`src/rtl/result_writeback_if.sv`:
```
`default_nettype none
// ============================================================================
//  Module      : result_writeback_if
//  Description : Request/result-element inputs and RAM write-port outputs of
//                the 2x2 result writeback engine, with master/slave views.
//  Revision    : 1.0 - initial release
// ============================================================================
interface result_writeback_if #(
  parameter int ADDR_W = 6,
  parameter int DATA_W = 8
);
  // Request side
  logic              start_i;
  logic [ADDR_W-1:0] result_baseaddr_i;
  logic              transpose_i;
  logic [DATA_W-1:0] c11_i;
  logic [DATA_W-1:0] c12_i;
  logic [DATA_W-1:0] c21_i;
  logic [DATA_W-1:0] c22_i;
  // RAM write port and status
  logic [ADDR_W-1:0] addr_o;
  logic [DATA_W-1:0] data_o;
  logic              we_o;
  logic              busy_o;
  logic              done_o;

  // Writeback engine view
  modport slave (
    input  start_i, result_baseaddr_i, transpose_i, c11_i, c12_i, c21_i, c22_i,
    output addr_o, data_o, we_o, busy_o, done_o
  );

  // Requester / RAM view
  modport master (
    output start_i, result_baseaddr_i, transpose_i, c11_i, c12_i, c21_i, c22_i,
    input  addr_o, data_o, we_o, busy_o, done_o
  );
endinterface
`default_nettype wire

```
`src/rtl/result_writeback.sv`:
```
`default_nettype none
// ============================================================================
//  Module      : result_writeback
//  Description : Writes a latched 2x2 result block into a single-port RAM as
//                four consecutive words (row- or column-major), then pulses
//                done. All outputs are registered.
//  Revision    : 1.0 - initial release
// ============================================================================
module result_writeback #(
  parameter int ADDR_W = 6,
  parameter int DATA_W = 8
) (
  input  wire logic         clk,
  input  wire logic         rst,
  result_writeback_if.slave wb_if
);

  localparam logic [1:0] S_IDLE  = 2'd0;
  localparam logic [1:0] S_WRITE = 2'd1;
  localparam logic [1:0] S_DONE  = 2'd2;

  logic [1:0]        state_q, state_d;
  logic [1:0]        k_q, k_d;
  logic [ADDR_W-1:0] base_q, base_d;
  logic              tr_q, tr_d;
  logic [DATA_W-1:0] c11_q, c11_d, c12_q, c12_d, c21_q, c21_d, c22_q, c22_d;
  logic [ADDR_W-1:0] addr_q, addr_d;
  logic [DATA_W-1:0] data_q, data_d;
  logic              we_q, we_d;
  logic              busy_q, busy_d;
  logic              done_q, done_d;

  logic [1:0]        k_nxt_w;
  logic [DATA_W-1:0] pick_w;

  assign k_nxt_w = k_q + 2'd1;

  // Element for the next write slot; transpose swaps the two off-diagonal words.
  always_comb begin
    case (k_nxt_w)
      2'd1:    pick_w = tr_q ? c21_q : c12_q;
      2'd2:    pick_w = tr_q ? c12_q : c21_q;
      2'd3:    pick_w = c22_q;
      default: pick_w = c11_q;
    endcase
  end

  // Next-state and next-output logic; outputs are computed one cycle ahead so
  // they can be registered.
  always_comb begin
    state_d = state_q;
    k_d     = k_q;
    base_d  = base_q;
    tr_d    = tr_q;
    c11_d   = c11_q;
    c12_d   = c12_q;
    c21_d   = c21_q;
    c22_d   = c22_q;
    addr_d  = base_q;
    data_d  = '0;
    we_d    = 1'b0;
    busy_d  = 1'b0;
    done_d  = 1'b0;
    case (state_q)
      S_IDLE: begin
        if (wb_if.start_i) begin
          // Latch the whole request; first word (c11 at base) goes out next cycle.
          base_d  = wb_if.result_baseaddr_i;
          tr_d    = wb_if.transpose_i;
          c11_d   = wb_if.c11_i;
          c12_d   = wb_if.c12_i;
          c21_d   = wb_if.c21_i;
          c22_d   = wb_if.c22_i;
          state_d = S_WRITE;
          k_d     = 2'd0;
          addr_d  = wb_if.result_baseaddr_i;
          data_d  = wb_if.c11_i;
          we_d    = 1'b1;
          busy_d  = 1'b1;
        end
      end
      S_WRITE: begin
        if (k_q == 2'd3) begin
          state_d = S_DONE;
          k_d     = 2'd0;
          done_d  = 1'b1;
        end else begin
          // Address wraps naturally modulo 2^ADDR_W.
          k_d    = k_nxt_w;
          addr_d = base_q + ADDR_W'(k_nxt_w);
          data_d = pick_w;
          we_d   = 1'b1;
          busy_d = 1'b1;
        end
      end
      S_DONE: begin
        state_d = S_IDLE;
        k_d     = 2'd0;
      end
      default: begin
        state_d = S_IDLE;
        k_d     = 2'd0;
      end
    endcase
  end

  // State and registered outputs with synchronous reset.
  always_ff @(posedge clk) begin
    if (rst) begin
      state_q <= S_IDLE;
      k_q     <= 2'd0;
      base_q  <= '0;
      tr_q    <= 1'b0;
      c11_q   <= '0;
      c12_q   <= '0;
      c21_q   <= '0;
      c22_q   <= '0;
      addr_q  <= '0;
      data_q  <= '0;
      we_q    <= 1'b0;
      busy_q  <= 1'b0;
      done_q  <= 1'b0;
    end else begin
      state_q <= state_d;
      k_q     <= k_d;
      base_q  <= base_d;
      tr_q    <= tr_d;
      c11_q   <= c11_d;
      c12_q   <= c12_d;
      c21_q   <= c21_d;
      c22_q   <= c22_d;
      addr_q  <= addr_d;
      data_q  <= data_d;
      we_q    <= we_d;
      busy_q  <= busy_d;
      done_q  <= done_d;
    end
  end

  assign wb_if.addr_o = addr_q;
  assign wb_if.data_o = data_q;
  assign wb_if.we_o   = we_q;
  assign wb_if.busy_o = busy_q;
  assign wb_if.done_o = done_q;

endmodule
`default_nettype wire

```
`src/flat_wrapper.sv`:
```
// flat-port wrapper written by rule: the top's interface ports become plain ports
module result_writeback_flat 
#(
  parameter int ADDR_W = 6,
  parameter int DATA_W = 8
)
  (clk, rst, wb_if_start_i, wb_if_result_baseaddr_i, wb_if_transpose_i, wb_if_c11_i, wb_if_c12_i, wb_if_c21_i, wb_if_c22_i, wb_if_addr_o, wb_if_data_o, wb_if_we_o, wb_if_busy_o, wb_if_done_o);
  result_writeback_if #(.ADDR_W(ADDR_W), .DATA_W(DATA_W)) wb_if_i ();
  input  wire logic clk;
  input  wire logic rst;
  input wire logic [$bits(wb_if_i.start_i)-1:0] wb_if_start_i;
  input wire logic [$bits(wb_if_i.result_baseaddr_i)-1:0] wb_if_result_baseaddr_i;
  input wire logic [$bits(wb_if_i.transpose_i)-1:0] wb_if_transpose_i;
  input wire logic [$bits(wb_if_i.c11_i)-1:0] wb_if_c11_i;
  input wire logic [$bits(wb_if_i.c12_i)-1:0] wb_if_c12_i;
  input wire logic [$bits(wb_if_i.c21_i)-1:0] wb_if_c21_i;
  input wire logic [$bits(wb_if_i.c22_i)-1:0] wb_if_c22_i;
  output wire logic [$bits(wb_if_i.addr_o)-1:0] wb_if_addr_o;
  output wire logic [$bits(wb_if_i.data_o)-1:0] wb_if_data_o;
  output wire logic [$bits(wb_if_i.we_o)-1:0] wb_if_we_o;
  output wire logic [$bits(wb_if_i.busy_o)-1:0] wb_if_busy_o;
  output wire logic [$bits(wb_if_i.done_o)-1:0] wb_if_done_o;
  assign wb_if_i.start_i = wb_if_start_i;
  assign wb_if_i.result_baseaddr_i = wb_if_result_baseaddr_i;
  assign wb_if_i.transpose_i = wb_if_transpose_i;
  assign wb_if_i.c11_i = wb_if_c11_i;
  assign wb_if_i.c12_i = wb_if_c12_i;
  assign wb_if_i.c21_i = wb_if_c21_i;
  assign wb_if_i.c22_i = wb_if_c22_i;
  assign wb_if_addr_o = wb_if_i.addr_o;
  assign wb_if_data_o = wb_if_i.data_o;
  assign wb_if_we_o = wb_if_i.we_o;
  assign wb_if_busy_o = wb_if_i.busy_o;
  assign wb_if_done_o = wb_if_i.done_o;
  result_writeback #(.ADDR_W(ADDR_W), .DATA_W(DATA_W)) u_core (.clk(clk), .rst(rst), .wb_if(wb_if_i));
endmodule
```
`config.mk`:
```
export PLATFORM = sky130hd
export DESIGN_NAME = result_writeback_flat
export DESIGN_NICKNAME = d
export VERILOG_FILES = /design/src/rtl/result_writeback_if.sv /design/src/rtl/result_writeback.sv /design/src/flat_wrapper.sv
export SDC_FILE = /design/constraint.sdc
export NUM_CORES = 1
export LEC_CHECK = 0
export ABC_AREA = 0
export CELL_PAD_IN_SITES_DETAIL_PLACEMENT = 1
export CELL_PAD_IN_SITES_GLOBAL_PLACEMENT = 1
export CORE_MARGIN = 2
export CORE_UTILIZATION = 39
export DETAILED_ROUTE_END_ITERATION = 7
export GPL_ROUTABILITY_DRIVEN = 0
export GPL_TIMING_DRIVEN = 0
export PLACE_DENSITY = 0.82
export SKIP_LAST_GASP = 1
export SYNTH_ARGS = -nofsm -noshare
export SYNTH_HDL_FRONTEND = slang
export SYNTH_SLANG_ARGS = --single-unit
```
`constraint.sdc`:
```
create_clock -name clk -period 5.45 [get_ports clk]
set_input_delay 0.545 -clock clk [delete_from_list [all_inputs] [get_ports clk]]
set_output_delay 0.545 -clock clk [all_outputs]
set_load 0.05 [all_outputs]
```
==> flow_summary_export.csv, run 1 <==
group,metric,value,unit
grt,grt_use_total,21.06,%
die,design.die.area,0.007076,mm^2
cts,htreeDepth,2,
synth,netlist_area,0.002504,mm^2
power,p_total,818.6,uW
cells_and_area,fin_nets,405,
synth,synth_seq_cells,51,
sta,hold_viol_final,0,
cells_and_area,diodes,0,
synth,postSynthCellCount,291,
cells_and_area,final_common_cell,"nand2_1",
grt,grt_first_pass_wirelength,11860,um
die,pin_count,59,
worst_setup_path,endpoint_kind,"flop",
route,wl,7253,um
synth,ys_warn_count,0,
cts,clkTransAtPathRegs,90,ps
synth,synth_area_per_cell,8.604,um^2
die,coreArea,0.006277,mm^2
place,portBuffers,58,
grt,grt_pass1_vias,2350,
route,firstDrtPassIters,4,
synth,synth_nets,340,
sta,finClkSkew,5.178,ps
cells_and_area,drive_gt1_share,12.04,%
worst_setup_path,critPathArrivalTime,2360,ps
cells_and_area,syn2layout_area_growth,30.28,%
route,drt-wirelength-per-cell,16.71,um
worst_setup_path,critPathSlowestCell,"or3b_2",
cts,insertion_delay,310,ps
sta,fin_hold_ws,471.9,ps
sta,tns,0,ps
hold_path,worstHoldPathType,"reg -> reg",
run_status,status,"completed",
cells_and_area,mostFrequentLayoutCells,"78 x nand2_1, 58 x clkdlybuf4s50_1, 51 x dfxtp_1",
sta,fmax,454.6,MHz
place,dpl.hpwl,5466,um
power,power_density,251.0,mW/mm^2
worst_setup_path,crit_fanout,5,
grt,antenna_found_initial,0,
sta,slew_viol_final,0,
power,peakVddDrop,112.7,uV
synth,synth.area.top_cells,"dfxtp_1 41%, nand2_1 12%, a21oi_1 8.8%",
grt,grt_max_degree,15,
sta,fin_crit,2200,ps
cts,post-cts-setup-buffer-count,0,
power,power_leakage,0.001184,uW
sta,rsz0062_at_grt,"false",
die,die_y,84.12,um
synth,ys_seq_area_share,40.78,%
synth,yosysTopAreaCell,"dfxtp_1",
worst_setup_path,worstPathRequired,5610,ps
sta,fin_ws,3250,ps
route,drt-initial-drc-count,106,
place,place_area,0.003181,mm^2
die,start_util,39.88,%
sta,final.period_utilization,40.36,%
sta,setup_viol,0,
cts,cts_buffers,5,
synth,synth_top_area_share,40.78,%
worst_setup_path,timing.critical_path.from_type,"flop",
flow_run,maxCapViolations,0,
cts,cts_tree,"done",
route,vias,2330,
route,via_per_inst,5.369,
grt,grt_overflow,0,
cells_and_area,design_area,0.003262,mm^2
place,dp_slack,3120,ps
sta,max_slew.worst_pin.slew,718.0,ps
cells_and_area,fillers,767,
sta,relSlewSlack,52.14,%
cts,clock_sinks,51,
route,post-route-drc-count,0,
cts,cts.path.max_buffers,2,
worst_setup_path,cpPeakStageDelay,450,ps
worst_setup_path,crit_top_cell,"inv_1",
worst_setup_path,path_cells,"inv_1 > ha_1 > inv_1 > fa_1 > or3b_2 > a21oi_1 > o32ai_1",
cts,clock-root-buffer,"clkbuf_8",
worst_setup_path,critical_path_class,"reg -> reg",
cts,cts_resized,0,
route,detail-route-antenna-nets,0,
synth,ys_types,43,
die,num_rows,29,
cts,cts_hold_buf,0,
die,die_x,84.12,um
==> critical path, delay by kind of cell (launching register included) <==
kind | cells | cell delay [ps]
adder cells (fa/ha/maj) | 2 | 770
AO/OA/AOI/OAI | 2 | 230
AND/OR/NAND/NOR | 1 | 450
flip-flops | 1 | 420
buffers and inverters | 2 | 180
==> synthesized netlist by cell type (all sizes together) <==
cell type / number
a21o: 1
a21oi: 44
a221oi: 3
a22oi: 11
a311oi: 8
a32oi: 1
and2: 1
and2b: 1
and3: 2
and3b: 1
buf: 14
clkbuf: 11
dfxtp: 51
fa: 1
ha: 6
inv: 7
mux2: 14
mux2i: 1
nand2: 78
nand2b: 3
nand4b: 1
nand4bb: 1
nor2: 8
nor3: 1
nor3b: 7
nor4bb: 1
o2111ai: 2
o211ai: 2
o21bai: 1
o2bb2ai: 2
o32ai: 1
or2: 1
or2b: 1
or3b: 2
or4bb: 1
==> worst paths after layout <==
path / start / endpoint / slack, ps / cells past startpoint
hold reg to reg: u_core.c22_q[0] / u_core.c22_q[0] / 470 / 2
setup / recovery: u_core.k_q[0] / u_core.wb_if.addr_o[2] / 3250 / 7
setup reg to reg: u_core.k_q[0] / u_core.wb_if.addr_o[2] / 3250 / 7
hold / removal: u_core.c22_q[0] / u_core.c22_q[0] / 470 / 2
==> kinds of logic after synthesis <==
logic type,synth area share [%]
DFF,40.78
buffers and inverters,7.096
AOI/OAI and AO/OA,20.74
and+or+nand+nor,20.89
muxes,6.697
adders and majority gates,3.798
==> where the power goes <==
part / total (uW) / switching [uW] / internal, uW
clock network: 216 / 125 / 90.5
logic: 192 / 107 / 85.1
registers: 411 / 15.9 / 395
total: 819 / 248 / 571
==> registers in the layout, summed over array words and instances (netlist names), 2 cells and up <==
signal	cells
u_core.wb_if.addr_o	6
u_core.c21_q	8
u_core.c22_q	8
u_core.wb_if.data_o	8
u_core.c12_q	8
u_core.k_q	2
u_core.state_q	2
u_core.base_q	6
==> stage by stage <==
step,std cells,utilization [%]
finish,434,51.96
global route,434,51.96
CTS,434,51.96
detailed placement,426,50.67
global placement,426,50.67
floorplan,291,-
==> per-layer routing <==
layer	wire, um	vias to the layer above	global-route usage [%]	share of wire, %
met4	69	0	4.545	0.95
li1	-	1141	-	-
met3	305	8	3.561	4.2
met2	3726	57	38.10	51
met5	0	-	0	0
met1	3152	1124	26.18	43
==> area by class of cell <==
cell class / instances / area (um^2) / area share, %
Inverter: 7 / 26.28 / 0.8055
Clock inverter: 1 / 5.005 / 0.1534
Multi-Input combinational cell: 208 / 1305 / 40.01
Tap cell: 77 / 96.34 / 2.954
Clock buffer: 7 / 76.32 / 2.340
Buffer: 25 / 151.4 / 4.641
Timing Repair Buffer: 58 / 580.6 / 17.80
Sequential cell: 51 / 1021 / 31.30
Power figures use the tool's default switching activity.
==> run 2: changes to the inputs <==
CORE_UTILIZATION = 33   (was 39)
PLACE_DENSITY = 0.73   (was 0.82)
clock period = 1.85 ns   (was 5.45 ns; I/O delays follow)
==> run 2 against run 1 <==
The flow now finishes with violations (negative setup slack). First-iteration DRC count decreased by 39%. Sequential share of layout area down 1.5 points. Via count is 0.82% higher. Total power rose to 3.2 times the previous value. Sequential power grew to 2.9 times the previous value. Global-route usage is 2.5 points lower. Routed wire length rose by 4.5%. Hold slack lost 71 ps. Register-to-register slack worse by 3300 ps. Largest cell class unchanged.
==> flow_summary_export.csv, run 2 (synthesized netlist as in run 1, its figures left out) <==
group,metric,value,unit
grt,grt_overflow,0,
cells_and_area,final_core_util,47.20,%
cells_and_area,multi_input_area,0.001360,mm^2
grt,grt_max_degree,18,
power,clkPwrFrac,31.1,%
cells_and_area,final_common_cell,"nand2_1",
sta,relSlewSlack,47.80,%
worst_setup_path,endpoint_kind,"flop",
power,peakVddDrop,304.4,uV
die,start_util,34.33,%
power,p_total,2619,uW
sta,setup_viol,1,
route,post-route-drc-count,0,
cells_and_area,diodes,0,
cts,htreeDepth,2,
route,detail-route-antenna-nets,0,
cts,clkTransAtPathRegs,100,ps
worst_setup_path,worstPathRequired,2020,ps
sta,final.period_utilization,101.9,%
cts,cts.path.max_buffers,2,
cts,clock-root-buffer,"clkbuf_8",
sta,fin_crit,1885,ps
power,p_int,1845,uW
cells_and_area,fillers,873,
worst_setup_path,critPathSlowestCell,"or3b_4",
grt,grt_first_pass_wirelength,12180,um
power,power_density,760.9,mW/mm^2
route,vias,2349,
route,firstDrtPassIters,4,
sta,fin_hold_ws,400.8,ps
die,pin_count,59,
hold_path,worstHoldPathType,"in -> reg",
sta,hold_viol_final,0,
worst_setup_path,cpPeakStageDelay,420,ps
worst_setup_path,startpoint,"u_core.k_q[0]",
die,die_y,91.10,um
sta,fmax,530.6,MHz
cells_and_area,drive_gt1_share,17.03,%
power,pwr-share-comb,22.6,%
worst_setup_path,critical_path_class,"reg -> reg",
place,portBuffers,58,
power,seqPwrFrac,46.2,%
cts,cts_tree,"done",
cts,cts_buffers,5,
power,power.net_switching,774.0,uW
grt,antenna_found_initial,0,
grt,grt_use_total,18.54,%
die,num_rows,31,
sta,finClkSkew,10.27,ps
die,design.die.area,0.008299,mm^2
route,wl,7578,um
grt,grt_pass1_vias,2411,
hold_path,holdCritStartpoint,"wb_if_transpose_i",
sta,fin_ws,-34.60,ps
place,dpl.hpwl,5452,um
sta,max_slew.worst_pin.slew,783.0,ps
flow_run,maxCapViolations,0,
cts,insertion_delay,320,ps
die,die_x,91.10,um
route,drt-initial-drc-count,65,
run_status,status,"finished, violations left",
route,drt-wirelength-per-cell,16.37,um
worst_setup_path,timing.critical_path.from_type,"flop",
cells_and_area,final_cells,463,
cells_and_area,mostFrequentLayoutCells,"78 x nand2_1, 58 x clkdlybuf4s50_1, 49 x dfxtp_1",
route,via_per_inst,5.073,
sta,rsz0062_at_grt,"true",
cells_and_area,seq_area,0.001026,mm^2
worst_setup_path,rr_startpoint,"u_core.k_q[0]",
cts,clock_sinks,51,
sta,slew_viol_final,0,
place,placed_cells,448,
cells_and_area,syn2layout_area_growth,37.48,%
power,power_leakage,0.001245,uW
cts,cts_hold_buf,0,
run_status,violations,"negative setup slack",
die,coreArea,0.007292,mm^2
worst_setup_path,crit_fanout,3,
worst_setup_path,path_cells,"inv_4 > ha_4 > inv_1 > fa_2 > or3b_4 > a21oi_4 > o32ai_2",
worst_setup_path,critPathArrivalTime,2050,ps
cells_and_area,fin_nets,412,
power,switching_share,29.55,%
## run 2: cell types whose count changed in the layout (fill, tap and decap cells not counted), sizes merged
cell,delta
buf,+7
clkbuf,-2
bufinv,+1
inv,+1
## run 2: area by class of cell
type                       instances  area share, %
buffer                            25          4.471
timing repair buffer              65          18.39
clock inverter                     3          1.381
inverter                           7         0.8361
tap                               99          3.599
multi-input combinational        208          39.51
clock buffer                       5          1.999
sequential                        51          29.81
## run 2: critical path, delay by kind of cell, from the launching register on
family,cells,cell delay [ps]
AO/OA/AOI/OAI,2,220
flip-flops,1,370
buffers and inverters,2,90
adder cells (fa/ha/maj),2,630
AND/OR/NAND/NOR,1,420
## run 2: what timing repair did
action,in CTS,in global routing
gates resized for setup,4,8
pin swaps,2,3
setup buffers,2,5
endpoints found under the setup margin,2,11
## run 2: metal layers
metal / GRT usage [%] / routed length (um) / vias up
li1: - / - / 1150
met1: 22.25 / 3239 / 1139
met2: 33.09 / 3923 / 45
met3: 2.822 / 246 / 15
met4: 7.197 / 167 / 0
met5: 0 / 0 / -
## run 2: worst paths after layout
check	end	slack, ps	cells past startpoint
setup reg to reg	u_core.wb_if.addr_o[2]	-30	7
setup / recovery	u_core.wb_if.addr_o[2]	-30	7
hold / removal	u_core.tr_q	400	3
hold reg to reg	u_core.c22_q[7]	470	2
## run 2: through the flow
stage	TNS, ps	setup WS, ps	instance area (um^2)
after global placement	-971.4	-108.0	3226
after floorplan	0	17.17	2521
after detailed placement	-954.2	-132.5	3226
final	-34.60	-34.60	3442
after CTS	-42.36	-22.22	3372
after global routing	-193.2	-92.64	3442
## run 2: power by group through the flow
stage / Sequential [uW] / Clock [uW] / Combinational, uW
2_1_floorplan: 1290 / 0 / 277
3_3_place_gp: 1230 / 0 / 555
3_5_place_dp: 1240 / 0 / 568
4_1_cts: 1210 / 840 / 579
5_1_grt: 1220 / 879 / 645
6_report: 1210 / 815 / 593
==> run 3: changes to the inputs <==
MAX_ROUTING_LAYER = met4   (was not set)
==> run 3 against run 2 <==
Sequential power about the same. First-iteration DRC count up 22%. Register-to-register slack is essentially flat. Die area unchanged. Highest routed layer unchanged. Largest cell class unchanged. Via count decreased by 0.13%. Non-clock buffer count unchanged. Clock power increased by 0.5%. Cell area stayed put. Core utilization unchanged. Worst setup slack worse by 3.1 ps. The run still ends with negative setup slack left. Critical endpoint unchanged. Total power is essentially flat.
==> flow_summary_export.csv, run 3 (synthesized netlist as in run 1, its figures left out) <==
group,metric,value,unit
run_status,status,"finished, violations left",
run_status,violations,"negative setup slack",
route,drt-wirelength-per-cell,16.29,um
sta,hold_viol_final,0,
grt,grt_first_pass_wirelength,12150,um
grt,antenna_found_initial,0,
worst_setup_path,rr_startpoint,"u_core.k_q[0]",
cells_and_area,final_core_util,47.20,%
power,peakVddDrop,304.6,uV
sta,slew_viol_final,0,
cts,htreeDepth,2,
cells_and_area,design_area,0.003442,mm^2
sta,finClkSkew,10.26,ps
power,p_total,2621,uW
sta,fin_crit,1888,ps
worst_setup_path,critical_path.endpoint,"u_core.wb_if.addr_o[2]",
die,pin_count,59,
worst_setup_path,r2r_cells,7,
die,start_util,34.33,%
route,via_per_inst,5.067,
hold_path,worstHoldPathType,"in -> reg",
route,vias,2346,
grt,grt_overflow,0,
cells_and_area,syn2layout_area_growth,37.48,%
sta,fmax,529.7,MHz
worst_setup_path,crit_fanout,3,
worst_setup_path,startpoint,"u_core.k_q[0]",
sta,rsz0062_at_grt,"true",
route,wl,7541,um
cts,clock_sinks,51,
cells_and_area,mostFrequentLayoutCells,"78 x nand2_1, 58 x clkdlybuf4s50_1, 49 x dfxtp_1",
die,num_rows,31,
power,power_density,761.6,mW/mm^2
power,power_leakage,0.001245,uW
route,firstDrtPassIters,4,
worst_setup_path,endpoint_kind,"flop",
worst_setup_path,r2r-end,"u_core.wb_if.addr_o[2]",
cts,insertion_delay,320,ps
worst_setup_path,regToRegSetupSlack,-40,ps
die,design.die.area,0.008299,mm^2
grt,grt_use_total,19.02,%
cts,clock-root-buffer,"clkbuf_8",
sta,final.period_utilization,102.0,%
sta,fin_ws,-37.73,ps
cts,cts_tree,"done",
sta,max_slew.worst_pin.slew,763.1,ps
cells_and_area,fin_nets,412,
die,coreArea,0.007292,mm^2
flow_run,maxCapViolations,0,
cts,clkTransAtPathRegs,100,ps
place,place_area,0.003226,mm^2
sta,relSlewSlack,49.13,%
cells_and_area,diodes,0,
cells_and_area,final_common_cell,"nand2_1",
route,drt-initial-drc-count,79,
place,dpl.hpwl,5452,um
place,portBuffers,58,
route,detail-route-antenna-nets,0,
die,die_y,91.10,um
cells_and_area,fillers,873,
cts,cts.path.max_buffers,2,
worst_setup_path,critical_path_class,"reg -> reg",
grt,grt_pass1_vias,2424,
cells_and_area,drive_gt1_share,17.03,%
place,dp_slack,-132.5,ps
grt,grt_max_degree,18,
worst_setup_path,worstPathRequired,2020,ps
route,post-route-drc-count,0,
worst_setup_path,timing.critical_path.from_type,"flop",
die,die_x,91.10,um
cts,cts_buffers,5,
worst_setup_path,critPathArrivalTime,2060,ps
sta,setup_viol,1,
-- run 3: cell counts in the layout (fill, tap and decap cells not counted) --
Identical to the previous run, type by type.
-- run 3: where the power goes --
group | internal, uW | switching [uW]
sequential | 1160 | 47.8
clock | 411 | 408
combinational | 271 | 321
-- run 3: worst min path at each step --
stage | depth (start not counted) | to | from | slack (ps)
after floorplan | 2 | u_core.c22_q[0] | wb_if_c22_i[0] | 320
after global placement | 2 | u_core.c22_q[6] | u_core.c22_q[6] | 450
after detailed placement | 2 | u_core.c22_q[7] | u_core.c22_q[7] | 460
after CTS | 3 | u_core.c21_q[5] | wb_if_c21_i[5] | 400
after global routing | 3 | u_core.c12_q[4] | wb_if_c12_i[4] | 410
final | 3 | u_core.tr_q | wb_if_transpose_i | 400
-- run 3: routing by layer --
layer / share of wire (%) / GRT usage (%) / wire (um)
met1: 42 / 22.09 / 3170
met2: 52 / 33.15 / 3926
met3: 3.9 / 2.822 / 293
met4: 2.0 / 7.197 / 150
met5: 0 / - / 0
-- run 3: layout make-up --
| type | count | area [um^2] | area share (%) |
|---|---|---|---|
| Buffer | 25 | 153.9 | 4.471 |
| Clock buffer | 5 | 68.82 | 1.999 |
| Clock inverter | 3 | 47.55 | 1.381 |
| Inverter | 7 | 28.78 | 0.8361 |
| Multi-Input combinational cell | 208 | 1360 | 39.51 |
| Sequential cell | 51 | 1026 | 29.81 |
| Tap cell | 99 | 123.9 | 3.599 |
| Timing Repair Buffer | 65 | 633.1 | 18.39 |
-- run 3: per-stage QoR --
| stage | std cells | hold WS (ps) | setup TNS (ps) |
|---|---|---|---|
| floorplan | 291 | 321.0 | 0 |
| global placement | 448 | 445.6 | -971.4 |
| detailed placement | 448 | 459.9 | -954.2 |
| CTS | 458 | 400.1 | -42.36 |
| global route | 463 | 408.6 | -192.8 |
| finish | 463 | 400.0 | -37.73 |
-- run 3: repair_timing --
item	4_1_cts	5_1_grt
setup buffers	2	5
hold buffers	0	0
pin swaps	2	3
endpoints found under the setup margin	2	11
resized for setup	4	8
-- run 3: worst max-delay path, stage by stage (launching register included) --
cell and delay [ps]:
dfxtp_4 380, inv_4 40, ha_4 260, inv_1 50
fa_2 370, or3b_4 420, a21oi_4 140, o32ai_2 80
